### config.mk
export PLATFORM = sky130hd
export DESIGN_NAME = vga_gfx_refill_ctrl_flat
export DESIGN_NICKNAME = d
export VERILOG_FILES = /design/src/rtl/vga_gfx_refill_ctrl_if.sv /design/src/rtl/vga_gfx_refill_ctrl.sv /design/src/flat_wrapper.sv
export SDC_FILE = /design/constraint.sdc
export NUM_CORES = 1
export LEC_CHECK = 0
export CORE_ASPECT_RATIO = 1.5
export CORE_MARGIN = 2
export CORE_UTILIZATION = 55
export CTS_CLUSTER_DIAMETER = 50
export DETAILED_ROUTE_END_ITERATION = 7
export DONT_BUFFER_PORTS = 1
export PLACE_DENSITY = 0.7
export SYNTH_ARGS = -nofsm -noshare
export SYNTH_HDL_FRONTEND = slang
export SYNTH_SLANG_ARGS = --single-unit
### constraint.sdc
create_clock -name clk -period 4 [get_ports clk]
set_input_delay 1.2 -clock clk [delete_from_list [all_inputs] [get_ports clk]]
set_output_delay 1.2 -clock clk [all_outputs]
set_load 0.01 [all_outputs]
### src/rtl/vga_gfx_refill_ctrl_if.sv
// Bus bundle for the VGA line-refill controller: the CPU-side peripheral
// request, the muxed peripheral drive, and the memory fetch port.
//
// Fetch handshake: mem_req rises with a stable mem_addr and stays high
// until the cycle in which mem_ack is seen high. mem_data is valid only in
// that ack cycle. mem_req is low on the cycle after the ack. One request
// is outstanding at a time.
interface vga_gfx_refill_ctrl_if;
    logic [5:0]  cpu_address;
    logic [31:0] cpu_data_in;
    logic [1:0]  cpu_data_write_n;
    logic [1:0]  cpu_data_read_n;

    logic [5:0]  gfx_address;
    logic [31:0] gfx_data_in;
    logic [1:0]  gfx_data_write_n;
    logic [1:0]  gfx_data_read_n;

    logic        mem_req;
    logic [23:0] mem_addr;
    logic        mem_ack;
    logic [31:0] mem_data;

    logic [2:0]  dbg_state;

    modport master (
        input  cpu_address, cpu_data_in, cpu_data_write_n, cpu_data_read_n,
        input  mem_ack, mem_data,
        output gfx_address, gfx_data_in, gfx_data_write_n, gfx_data_read_n,
        output mem_req, mem_addr, dbg_state
    );

    modport slave (
        output cpu_address, cpu_data_in, cpu_data_write_n, cpu_data_read_n,
        output mem_ack, mem_data,
        input  gfx_address, gfx_data_in, gfx_data_write_n, gfx_data_read_n,
        input  mem_req, mem_addr, dbg_state
    );
endinterface

### src/rtl/vga_gfx_refill_ctrl.sv
// Line-refill sequencer for the VGA pixel register file. On each enabled
// rising edge of line_irq it clears the interrupt (read of register 1),
// fetches WORDS words from memory and writes them into the pixel registers,
// yielding the peripheral bus to the CPU whenever the CPU is active.
module vga_gfx_refill_ctrl #(
    parameter int WORDS  = 16,
    parameter int WR_GAP = 8
) (
    input  logic                  clk,
    input  logic                  rst_n,
    input  logic                  cfg_enable,
    input  logic [23:0]           cfg_base,
    input  logic [15:0]           cfg_stride,
    input  logic                  frame_start,
    input  logic                  line_irq,
    vga_gfx_refill_ctrl_if.master bus,
    output logic                  busy,
    output logic                  overrun
);

    localparam logic [2:0] ST_IDLE  = 3'd0;
    localparam logic [2:0] ST_CLR   = 3'd1;
    localparam logic [2:0] ST_FETCH = 3'd2;
    localparam logic [2:0] ST_WRITE = 3'd3;
    localparam logic [2:0] ST_GAP   = 3'd4;

    localparam int         GW       = (WR_GAP > 1) ? $clog2(WR_GAP) : 1;
    localparam logic [GW-1:0] GAP_LOAD = GW'(WR_GAP - 1);
    localparam logic [3:0] LAST_IDX = 4'(WORDS - 1);

    logic [2:0]    state_q, state_d;
    logic [23:0]   ptr_q, ptr_d;
    logic [23:0]   base_q, base_d;
    logic [3:0]    idx_q, idx_d;
    logic [GW-1:0] gap_q, gap_d;
    logic          irq_q, irq_d;
    logic          busy_q, busy_d;
    logic          overrun_q, overrun_d;
    logic          mem_req_q, mem_req_d;
    logic [23:0]   mem_addr_q, mem_addr_d;
    logic [31:0]   word_q, word_d;
    logic [5:0]    ctl_addr_q, ctl_addr_d;
    logic [31:0]   ctl_data_q, ctl_data_d;
    logic [1:0]    ctl_write_n;
    logic [1:0]    ctl_read_n;
    logic          cpu_active;
    logic          trigger;

    assign cpu_active = (bus.cpu_data_write_n != 2'b11) || (bus.cpu_data_read_n != 2'b11);
    assign trigger    = line_irq && !irq_q && cfg_enable;

    // Sequencer: next state, pointer bookkeeping and the controller's bus drive.
    always_comb begin
        state_d     = state_q;
        ptr_d       = ptr_q;
        base_d      = base_q;
        idx_d       = idx_q;
        word_d      = word_q;
        ctl_addr_d  = ctl_addr_q;
        ctl_data_d  = ctl_data_q;
        ctl_write_n = 2'b11;
        ctl_read_n  = 2'b11;
        overrun_d   = overrun_q;
        irq_d       = line_irq;

        if (frame_start) begin
            ptr_d = cfg_base;
        end

        case (state_q)
            ST_IDLE: begin
                if (trigger) begin
                    // frame_start in the same cycle takes effect first
                    base_d  = frame_start ? cfg_base : ptr_q;
                    idx_d   = 4'd0;
                    state_d = ST_CLR;
                end
            end
            ST_CLR: begin
                if (!cpu_active) begin
                    ctl_addr_d = 6'd1;
                    ctl_read_n = 2'b00;
                    state_d    = ST_FETCH;
                end
            end
            ST_FETCH: begin
                if (bus.mem_ack) begin
                    if (!cfg_enable) begin
                        // disabled while fetching: the word is dropped
                        state_d = ST_IDLE;
                    end else begin
                        word_d  = bus.mem_data;
                        state_d = ST_WRITE;
                    end
                end
            end
            ST_WRITE: begin
                if (!cpu_active && (gap_q == '0)) begin
                    ctl_addr_d  = {idx_q, 2'b00};
                    ctl_data_d  = word_q;
                    ctl_write_n = 2'b10;
                    state_d     = ST_GAP;
                end
            end
            ST_GAP: begin
                // data stays on the drive: upper bytes are sampled late
                if (gap_q == '0) begin
                    if (!cfg_enable) begin
                        state_d = ST_IDLE;
                    end else if (idx_q == LAST_IDX) begin
                        state_d = ST_IDLE;
                        if (!frame_start) begin
                            ptr_d = base_q + {8'h00, cfg_stride};
                        end
                    end else begin
                        idx_d   = idx_q + 4'd1;
                        state_d = ST_FETCH;
                    end
                end
            end
            default: begin
                state_d = ST_IDLE;
            end
        endcase

        if (frame_start || !cfg_enable) begin
            overrun_d = 1'b0;
        end else if (trigger && (state_q != ST_IDLE)) begin
            overrun_d = 1'b1;
        end
    end

    // Fetch port and busy flag follow the next state so they are registered outputs.
    always_comb begin
        mem_req_d  = (state_d == ST_FETCH);
        mem_addr_d = mem_addr_q;
        if ((state_d == ST_FETCH) && (state_q != ST_FETCH)) begin
            mem_addr_d = base_d + {18'h0, idx_d, 2'b00};
        end
        busy_d = (state_d != ST_IDLE);
    end

    // Bus mux: the CPU always wins, otherwise the controller's drive goes out.
    always_comb begin
        if (cpu_active) begin
            bus.gfx_address      = bus.cpu_address;
            bus.gfx_data_in      = bus.cpu_data_in;
            bus.gfx_data_write_n = bus.cpu_data_write_n;
            bus.gfx_data_read_n  = bus.cpu_data_read_n;
        end else begin
            bus.gfx_address      = ctl_addr_d;
            bus.gfx_data_in      = ctl_data_d;
            bus.gfx_data_write_n = ctl_write_n;
            bus.gfx_data_read_n  = ctl_read_n;
        end
    end

    // Gap counter reloads on any peripheral write and counts down to zero.
    always_comb begin
        if (bus.gfx_data_write_n != 2'b11) begin
            gap_d = GAP_LOAD;
        end else if (gap_q != '0) begin
            gap_d = gap_q - 1'b1;
        end else begin
            gap_d = gap_q;
        end
    end

    // State registers.
    always_ff @(posedge clk or negedge rst_n) begin
        if (!rst_n) begin
            state_q    <= ST_IDLE;
            ptr_q      <= 24'h0;
            base_q     <= 24'h0;
            idx_q      <= 4'd0;
            gap_q      <= '0;
            irq_q      <= 1'b0;
            busy_q     <= 1'b0;
            overrun_q  <= 1'b0;
            mem_req_q  <= 1'b0;
            mem_addr_q <= 24'h0;
            word_q     <= 32'h0;
            ctl_addr_q <= 6'h0;
            ctl_data_q <= 32'h0;
        end else begin
            state_q    <= state_d;
            ptr_q      <= ptr_d;
            base_q     <= base_d;
            idx_q      <= idx_d;
            gap_q      <= gap_d;
            irq_q      <= irq_d;
            busy_q     <= busy_d;
            overrun_q  <= overrun_d;
            mem_req_q  <= mem_req_d;
            mem_addr_q <= mem_addr_d;
            word_q     <= word_d;
            ctl_addr_q <= ctl_addr_d;
            ctl_data_q <= ctl_data_d;
        end
    end

    assign bus.mem_req   = mem_req_q;
    assign bus.mem_addr  = mem_addr_q;
    assign bus.dbg_state = state_q;
    assign busy          = busy_q;
    assign overrun       = overrun_q;

endmodule

### src/flat_wrapper.sv
// flat-port wrapper written by rule: the top's interface ports become plain ports
module vga_gfx_refill_ctrl_flat 
#(
    parameter int WORDS  = 16,
    parameter int WR_GAP = 8
)
  (clk, rst_n, cfg_enable, cfg_base, cfg_stride, frame_start, line_irq, busy, overrun, bus_cpu_address, bus_cpu_data_in, bus_cpu_data_write_n, bus_cpu_data_read_n, bus_mem_ack, bus_mem_data, bus_gfx_address, bus_gfx_data_in, bus_gfx_data_write_n, bus_gfx_data_read_n, bus_mem_req, bus_mem_addr, bus_dbg_state);
  vga_gfx_refill_ctrl_if bus_i ();
  input  logic clk;
  input  logic rst_n;
  input  logic cfg_enable;
  input  logic [23:0] cfg_base;
  input  logic [15:0] cfg_stride;
  input  logic frame_start;
  input  logic line_irq;
  output logic busy;
  output logic overrun;
  input wire logic [$bits(bus_i.cpu_address)-1:0] bus_cpu_address;
  input wire logic [$bits(bus_i.cpu_data_in)-1:0] bus_cpu_data_in;
  input wire logic [$bits(bus_i.cpu_data_write_n)-1:0] bus_cpu_data_write_n;
  input wire logic [$bits(bus_i.cpu_data_read_n)-1:0] bus_cpu_data_read_n;
  input wire logic [$bits(bus_i.mem_ack)-1:0] bus_mem_ack;
  input wire logic [$bits(bus_i.mem_data)-1:0] bus_mem_data;
  output wire logic [$bits(bus_i.gfx_address)-1:0] bus_gfx_address;
  output wire logic [$bits(bus_i.gfx_data_in)-1:0] bus_gfx_data_in;
  output wire logic [$bits(bus_i.gfx_data_write_n)-1:0] bus_gfx_data_write_n;
  output wire logic [$bits(bus_i.gfx_data_read_n)-1:0] bus_gfx_data_read_n;
  output wire logic [$bits(bus_i.mem_req)-1:0] bus_mem_req;
  output wire logic [$bits(bus_i.mem_addr)-1:0] bus_mem_addr;
  output wire logic [$bits(bus_i.dbg_state)-1:0] bus_dbg_state;
  assign bus_i.cpu_address = bus_cpu_address;
  assign bus_i.cpu_data_in = bus_cpu_data_in;
  assign bus_i.cpu_data_write_n = bus_cpu_data_write_n;
  assign bus_i.cpu_data_read_n = bus_cpu_data_read_n;
  assign bus_i.mem_ack = bus_mem_ack;
  assign bus_i.mem_data = bus_mem_data;
  assign bus_gfx_address = bus_i.gfx_address;
  assign bus_gfx_data_in = bus_i.gfx_data_in;
  assign bus_gfx_data_write_n = bus_i.gfx_data_write_n;
  assign bus_gfx_data_read_n = bus_i.gfx_data_read_n;
  assign bus_mem_req = bus_i.mem_req;
  assign bus_mem_addr = bus_i.mem_addr;
  assign bus_dbg_state = bus_i.dbg_state;
  vga_gfx_refill_ctrl #(.WORDS(WORDS), .WR_GAP(WR_GAP)) u_core (.clk(clk), .rst_n(rst_n), .cfg_enable(cfg_enable), .cfg_base(cfg_base), .cfg_stride(cfg_stride), .frame_start(frame_start), .line_irq(line_irq), .bus(bus_i), .busy(busy), .overrun(overrun));
endmodule
==> metrics <==
Reg power frac 40.6%; cell area after synthesis 8503 um^2; Syn Inst Count 943; CTS sink cnt 156; Post-DRT Antenna Nets 0; synth unique cells 69; hold_buf cts 0; initial DRC count 388; Worst Setup Start Kind input pin; Crit Path Class in2out; skew final 7.895 ps; R2R Path Start u_core.bus.dbg_state[2]; Worst-Margin Slew 803.3 ps; layout cells sized above 1 11.96%; Port Buf Inserts 0; Synth Warn # 0; Worst VDD drop 296.4 uV; maximum buffer depth of the clock tree 2; cells on worst reg2reg path 14; crit path setup slack, layout 261.2 ps; Clk pin slew, worst setup/hold paths 70 ps; worst endpoint required time 2800 ps; status complete, no violations; Clk pwr share 29.5%; Post-synth EDFFs 0; CTS tree built; ys flop type dfrtp_1; diode count 0; core footprint 15140 um^2; total I/O pin count 192; met3 usage 6.539%; Cell Rows 55; clock latency on the worst-skew pair 430 ps; synth top area cells dfrtp_1 46%, nand2_1 12%, mux2_2 4.9%; switching power 2.024 mW; top-count cell post-synth nand2_1; Gate power share 29.8%; WP data arrival 2540 ps; sequential-to-total area share from yosys stat 45.91%; crit end category primary output; # setup viols final 0; syn_area_per_cell 9.017 um^2; Max Cap Violations 0; highest clock rate 267.5 MHz; reg2reg end u_core.bus.mem_addr[22]; max-slew violation count 0; via density per instance 5.754; busiest metal layer after global routing met2; routed length per instance 18.00 um; RSZ-0062 raised after global routing false; Relative slew margins 46.45%; count of state elements after synthesis 156; largest net degree at the start of global routing 157; P_leak 4.420 nW; switch share 34.89%; DR vias 6629; worst hold path type in2async; setup_tns 0 ps; Post-Place Worst Slack 159.3 ps; die width 105.5 um; number of buffers created by CTS 17; post-CTS sizing 0; Int Pwr 3.777 mW; ys async rst share 100.0%; Remaining Overflow, GRT 0; Syn-to-layout area delta 10.33%; fin crit period 3739 ps; HPWL after DPL 14.92 mm; WL final 20.73 mm; Crit Path Max Fanout 6; DRC viols 0; H-Tree Depth 4; Yosys top cell by area dfrtp_1; net count after synthesis 1088; met2 Use GR 45.53%; internal reg-to-reg setup slack 380 ps; pwr dens 618.3 nW/um^2; first-pass GRT wire length 33.09 mm; postcts setup bufs 0; die area 16490 um^2; antenna violations before repair 0; vias in the first global route 6509; gp weighted congestion 0.8861; First-pass DRT Iterations 5; post-synth top area share 45.91%; gr usage total 25.67%; period utilization 93.47%; Root Driver clkbuf_16; Final Hold Viols 0; # nets final 1085; met1 Use GR 29.96%; synth cell count leaders 283 x nand2_1, 156 x dfrtp_1, 55 x o21ai_0; Initial Utilization 56.17%; Die Y 156.3 um
cell type report:
type                       count  area, um^2
clock inverter                15       198.9
fill                        1318        5758
tap                          199       249.0
clock buffer                  17       425.4
multi-input combinational    716        4282
sequential                   156        3904
inverter                      22       82.58
timing repair buffer          27       240.2
cell usage in the layout (no fill, tap or decap), types with 9 or more instances in the layout:
cell	netlist	layout
nand4_1	10	10
buf_4	1	24
a31oi_1	15	15
o21ai_0	55	55
o21ai_1	9	9
a21o_1	9	9
ha_1	23	22
clkbuf_16	0	17
nand2b_1	16	16
nor2b_1	10	10
mux2_2	37	37
inv_1	22	22
mux2i_1	18	18
nand3_1	22	21
xor2_1	13	13
nand2_1	283	283
a22oi_1	9	9
dfrtp_1	156	156
xnor2_1	24	24
a21oi_1	35	35
nor3_1	11	11
nor2_1	30	30
worst max-delay path, cell delays in order:
cell     delay (ps)
nand4_1         170
nor2_1          190
and3_1          330
nor2_1          150
and2_1          200
mux2_2          300
power groups by stage:
| stage | sequential (mW) | combinational (mW) | clock, mW |
|---|---|---|---|
| after floorplan | 2.27 | 1.40 | 0 |
| final | 2.36 | 1.73 | 1.71 |
| after CTS | 2.36 | 1.73 | 1.75 |
| after detailed placement | 2.38 | 1.71 | 0 |
| after global routing | 2.40 | 1.94 | 1.81 |
| after global placement | 2.38 | 1.69 | 0 |
worst max path at each step:
stage                                       start                      end  slack, ps
after floorplan                       frame_start  u_core.bus.mem_addr[18]          6
after global placement                 cfg_enable  u_core.bus.mem_addr[22]        220
after detailed placement               cfg_enable  u_core.bus.mem_addr[22]        160
after CTS                  bus_cpu_data_read_n[0]       bus_gfx_address[1]        230
after global routing      u_core.bus.dbg_state[2]  u_core.bus.mem_addr[22]        110
final                      bus_cpu_data_read_n[0]       bus_gfx_address[1]        260
per-stage QoR:
| step | cell area, um^2 | hold WS [ps] | util (%) | total power [mW] | instances |
|---|---|---|---|---|---|
| finish | 9382 | 462.6 | 61.97 | 5.801 | 1152 |
| CTS | 9382 | 446.7 | 61.97 | 5.829 | 1152 |
| floorplan | 8536 | 441.0 | - | 3.677 | 943 |
| detailed placement | 8757 | 459.0 | 57.84 | 4.094 | 1120 |
| global route | 9382 | 443.2 | 61.97 | 6.145 | 1152 |
| global placement | 8757 | 454.8 | 57.84 | 4.065 | 1120 |
state kept, by name, summed over array words and instances (netlist names):
signal / cells
u_core.base_q: 24
u_core.bus.dbg_state: 3
u_core.bus.mem_addr: 24
u_core.bus.mem_req: 1
u_core.busy: 1
u_core.ctl_addr_q: 6
u_core.ctl_data_q: 32
u_core.gap_q: 3
u_core.idx_q: 4
u_core.irq_q: 1
u_core.overrun: 1
u_core.ptr_q: 24
u_core.word_q: 32
cell families (layout without fill, tap and decap cells):
group / Yosys count / after routing / synth area share, %
and+or+nand+nor: 416 / 416 / 21.50
xor gates and xnor gates: 37 / 37 / 3.811
buffers and inverters: 71 / 81 / 3.899
muxes: 57 / 57 / 7.372
DFF: 156 / 156 / 45.91
adders and majority gates: 25 / 25 / 3.855
AOI/OAI and AO/OA: 181 / 181 / 13.66
per-layer routing:
| metal | part of all wire, % | up-vias | wire (um) |
|---|---|---|---|
| met5 | 0 | - | 0 |
| met4 | 2.3 | 0 | 469 |
| met3 | 6.0 | 40 | 1244 |
| met2 | 52 | 228 | 10860 |
| met1 | 39 | 3134 | 8161 |
| li1 | - | 3227 | - |
Power figures use the tool's default switching activity.
